`config.mk`:
```
export PLATFORM = sky130hd
export DESIGN_NAME = adder
export DESIGN_NICKNAME = d
export VERILOG_FILES = /design/src/rtl/adder.sv
export SDC_FILE = /design/constraint.sdc
export NUM_CORES = 1
export LEC_CHECK = 0
export ABC_AREA = 1
export CAP_MARGIN = 20
export CORE_MARGIN = 3
export CORE_UTILIZATION = 30
export CTS_CLUSTER_DIAMETER = 40
export DETAILED_ROUTE_END_ITERATION = 12
export GPL_TIMING_DRIVEN = 0
export MAX_ROUTING_LAYER = met4
export PLACE_DENSITY_LB_ADDON = 0.25
export SLEW_MARGIN = 20
export SYNTH_ARGS = -nofsm -noshare
export SYNTH_HDL_FRONTEND = slang
export SYNTH_SLANG_ARGS = --single-unit
```
`constraint.sdc`:
```
create_clock -name clk -period 9.2 [get_ports clk]
set_input_delay 2.76 -clock clk [delete_from_list [all_inputs] [get_ports clk]]
set_output_delay 2.76 -clock clk [all_outputs]
set_load 0.05 [all_outputs]
```
`src/rtl/adder.sv`:
```
// Two's-complement adder: combinational wrapping sum c plus a registered,
// valid-qualified result with carry/overflow and sticky overflow. Optional ADDER_SATURATE_EN.
module adder #(
  parameter int WIDTH = 16
) (
  input  logic             clk,
  input  logic             rst,
  input  logic [WIDTH-1:0] a,
  input  logic [WIDTH-1:0] b,
  output logic [WIDTH-1:0] c,
  input  logic             in_valid,
  output logic [WIDTH-1:0] sum_q,
  output logic             sum_valid,
  output logic             carry_q,
  output logic             ovf_q,
  output logic             ovf_sticky
);
  localparam int MSB    = WIDTH - 1;
  localparam int STAGES = 1;

  typedef struct packed {
    logic [WIDTH-1:0] sum;
    logic             carry;
    logic             ovf;
  } add_rsp_t;

  logic [WIDTH:0]    s;
  logic              carry;
  logic              ovf;
  logic [WIDTH-1:0]  sum_d;
  logic [STAGES:0]   vld_pipe;
  add_rsp_t          rsp_d;
  add_rsp_t          rsp_q;

  assign s     = {1'b0, a} + {1'b0, b};
  assign c     = s[MSB:0];
  assign carry = s[WIDTH];
  // Overflow only when both operands share a sign and the result sign differs.
  assign ovf   = (a[MSB] == b[MSB]) && (s[MSB] != a[MSB]);

`ifdef ADDER_SATURATE_EN
  // Direction of overflow follows the common operand sign.
  always_comb begin
    sum_d = s[MSB:0];
    if (ovf) sum_d = a[MSB] ? {1'b1, {(WIDTH-1){1'b0}}} : {1'b0, {(WIDTH-1){1'b1}}};
  end
`else
  assign sum_d = s[MSB:0];
`endif

  assign rsp_d       = '{sum: sum_d, carry: carry, ovf: ovf};
  assign vld_pipe[0] = in_valid;

  always_ff @(posedge clk or posedge rst) begin
    if (rst) begin
      rsp_q                <= '0;
      vld_pipe[STAGES:1]   <= '0;
      ovf_sticky           <= 1'b0;
    end else begin
      vld_pipe[STAGES:1] <= vld_pipe[STAGES-1:0];
      if (in_valid) begin
        rsp_q <= rsp_d;
        if (ovf) ovf_sticky <= 1'b1;
      end
    end
  end

  assign sum_q     = rsp_q.sum;
  assign carry_q   = rsp_q.carry;
  assign ovf_q     = rsp_q.ovf;
  assign sum_valid = vld_pipe[STAGES];
endmodule

```
After elaboration in Yosys (flattened, before gate mapping):

Index checks and enable logic that the tools add are counted.

* bits in registers: 20
* input bits: 35
* output and inout port bits: 36
* logic and storage cells: 10

* $add $sub $neg: 1
* equal/unequal tests: 2
* reduce and logical (&&, ||, !) cells: 2

Operators with widths (number)
* adder 16 x 16 -> 17 bit: 1
* AND reduction 2 bit: 1
* equality test 1 bit: 1
* logical AND 1 bit: 1
* != test 1 bit: 1

Depth between registers and ports, before layout:

* word-level depth: 4
* depth in mapped cells: 11
* depth with buffers taken out: 11

Worst setup path before layout:

OpenSTA, ideal clock, no wires.

* kind: input-to-output
* from: input port a[0]
* to: output port c[12]
* arrival time: 4.183 ns
* required time: 6.440 ns
* setup slack: 2.257 ns
* cell stages on the path: 11
* path buffers: 1
* path through: ha_1 -> fa_1 -> nand3_1 -> nand3_1 -> nand2_1 -> nand2_1 -> nand2_1 -> nand2_1 -> nand2_1 -> and2_1 -> buf_4

* longest elaborated chain between the ends: 1

Ends and longest elaborated chain
* start: declaration: line 8 `input logic [WIDTH-1:0] a,`
* adder 16 x 16 -> 17 bit: line 35 `assign s = {1'b0, a} + {1'b0, b};`
* end: declaration: line 10 `output logic [WIDTH-1:0] c,`

Every way passes these cells.

Worst setup path in the final report:

Same ends and word-level chain as after synthesis.

==> impl_metrics.env <==
export IMPL_status="complete, no violations"
export IMPL_final_setup_skew_ns=0
export IMPL_wl_per_cell_um=10.3
export IMPL_path_clk_slew_ns=0.07
export IMPL_via_per_inst=4.31
export IMPL_cts_root_buf="clkbuf_8"
export IMPL_die_area_um2=7120
export IMPL_path_cells="clkdlybuf4s50_1 > ha_1 > fa_1 > nand3_1 > nand3_1 > nand2_1 > nand2_1 > nand2_1 > nand2_1 > nand2_1 > and2_1 > buf_4 > clkdlybuf4s50_1"
export IMPL_r2r_slack_ns=8.58
export IMPL_die_x_um=84.4
export IMPL_fp_coreArea_um2=5710
export IMPL_ctsHoldBuffers=0
export IMPL_grtUsageMet3_pct=0.687
export IMPL_critical_path_max_stage_delay_ns=0.79
export IMPL_cp_slowest_cell="clkdlybuf4s50_1"
export IMPL_hp_class="flop to flop"
export IMPL_required_ns=6.44
export IMPL_grt_overflow_total=0
export IMPL_port_buffers=70
export IMPL_reg2reg_depth=2
export IMPL_cap_violations=0
export IMPL_crit_arrival_ns=5.48
export IMPL_wl_um=4400
export IMPL_diodes=0
export IMPL_period_minus_slack_ns=8.24
export IMPL_numClockSinks=20
export IMPL_grt_first_pass_wirelength_um=7470
export IMPL_ys_warn_count=0
export IMPL_power_mw=0.435
export IMPL_initial_core_util_pct=32.3
export IMPL_layout_commonest_cell="nand2_1"
export IMPL_grt_max_degree=21
export IMPL_cts_max_level=1
export IMPL_rsz0062_at_grt="false"
export IMPL_cts_path_max_buffers=2
export IMPL_met1_usage_pct=17.3
export IMPL_yosysSeqAreaShare_pct=27.2
export IMPL_synthCells=284
export IMPL_busiest_layer="met2"
export IMPL_num_vias=1848
export IMPL_antenna_found_initial=0
export IMPL_hp_start="ovf_sticky"
export IMPL_drv_slew=0
export IMPL_tns_ns=0
export IMPL_drcViolationCount=0
export IMPL_dp_hpwl_um=3800
export IMPL_worstMarginPinSlew_ns=0.739
export IMPL_ys_ff_latch=20
export IMPL_max_freq_mhz=121
export IMPL_ant_nets=0
export IMPL_vdd_drop_max_mv=0.0931
export IMPL_grt_met2_usage_pct=20.9
export IMPL_cp_startpoint="a[0]"
export IMPL_period_share_pct=89.6
export IMPL_hold_depth=2
export IMPL_ioPinCount=71
export IMPL_r2r_end="carry_q"
export IMPL_hold_viol=0
export IMPL_p_leak_nw=1.45
export IMPL_min_to="ovf_sticky"
export IMPL_syn_num_nets=336
export IMPL_reg2reg_from="carry_q"
export IMPL_synth_avg_cell_area_um2=6.49
export IMPL_drtIter0Drc=101
export IMPL_grt_usage_pct=12.9
export IMPL_numCtsBuffers=3
export IMPL_detail_route_first_pass_iterations=4
export IMPL_critPathLaunchType="primary input"
export IMPL_layout_drive_gt1_share_pct=8.40
export IMPL_slew_headroom_pct=50.7
export IMPL_cts_setup_buffers=0
export IMPL_setup_viol=0
export IMPL_powerDensity_nw_per_um2=162
export IMPL_crit_type="primary input to output port"
export IMPL_crit_fanout=3
export IMPL_layout_nets=411
export IMPL_post_cts_resized=0
export IMPL_clock_latency_ns=0.25
export IMPL_layout_common_cells="nand2_1, clkdlybuf4s50_1, inv_1"
export IMPL_routabilityCongestion=0.756
export IMPL_syn2layout_area_growth_pct=45.1
export IMPL_rows=27
export IMPL_yosys_cell_types_count=20
export IMPL_critPathCaptureType="output port"
export IMPL_die_y_um=84.4
export IMPL_netlist_area_um2=1840
export IMPL_cp_common_cell="nand2_1"
export IMPL_cts_tree="done"
export IMPL_grt_pass1_vias=1733
-- sequential cells by signal, summed over array words and instances, names as in the netlist --
register	flops
carry_q	1
ovf_q	1
ovf_sticky	1
sum_q	16
sum_valid	1
-- stage by stage --
stage	instance area (um2)	hold WS (ns)	setup slack (ns)	std cells	utilization, %
global placement	2630	0.454	0.957	426	46.1
floorplan	1840	0.737	2.26	284	-
CTS	2680	0.477	0.947	429	46.9
global route	2680	0.506	0.804	429	46.9
finish	2680	0.470	0.960	429	46.9
detailed placement	2630	0.458	0.950	426	46.1
-- how the worst max path moves through the flow --
stage	end	slack [ns]	cells past startpoint
2_1_floorplan	c[12]	2.26	11
3_3_place_gp	c[12]	0.96	13
3_5_place_dp	c[12]	0.95	13
4_1_cts	c[12]	0.95	13
5_1_grt	c[12]	0.80	13
6_report	c[12]	0.96	13
-- report_power, final --
part / leakage (nW) / internal, mW / total, mW / switching (mW)
clock network: 0.0216 / 0.0291 / 0.0554 / 0.0263
logic: 1.19 / 0.102 / 0.270 / 0.168
registers: 0.238 / 0.102 / 0.109 / 0.00753
-- synth_stat cells, drive strengths merged --
library cell / number / area [um2]
dfrtp: 20 / 500
nand3: 21 / 120
fa: 1 / 20.0
buf: 19 / 135
ha: 16 / 200
o31ai: 1 / 7.51
nand3b: 1 / 7.51
and2: 7 / 43.8
nor2: 13 / 48.8
clkinv: 1 / 3.75
a21oi: 10 / 50.1
nand2: 123 / 469
inv: 40 / 150
xor2: 7 / 61.3
nor3: 4 / 25.0
-- logic make-up after synthesis --
kind of cell    synth area share [%]
flops                           27.2
buf+inv                         15.7
fa+ha+maj                       11.9
xor+xnor                        3.33
compound gates                  3.12
simple gates                    38.8
-- routing by layer --
layer	part of all wire (%)	wire length [um]
met1	50	2190
met5	0	0
met2	45	1990
met3	4.3	191
met4	0.64	28
-- area by class of cell --
class	instances	area [um2]
Buffer	19	135
Clock buffer	3	41.3
Fill cell	614	3030
Inverter	41	154
Multi-Input combinational cell	204	1050
Sequential cell	20	500
Tap cell	72	90.1
Timing Repair Buffer	70	701
-- critical path: cells and delay by family --
family / cells / cell delay (ns)
adders and majority gates: 2 / 0.69
buffers and inverters: 3 / 1.28
and+or+nand+nor: 8 / 0.74
Note: power is estimated with default switching activity, not from simulation.
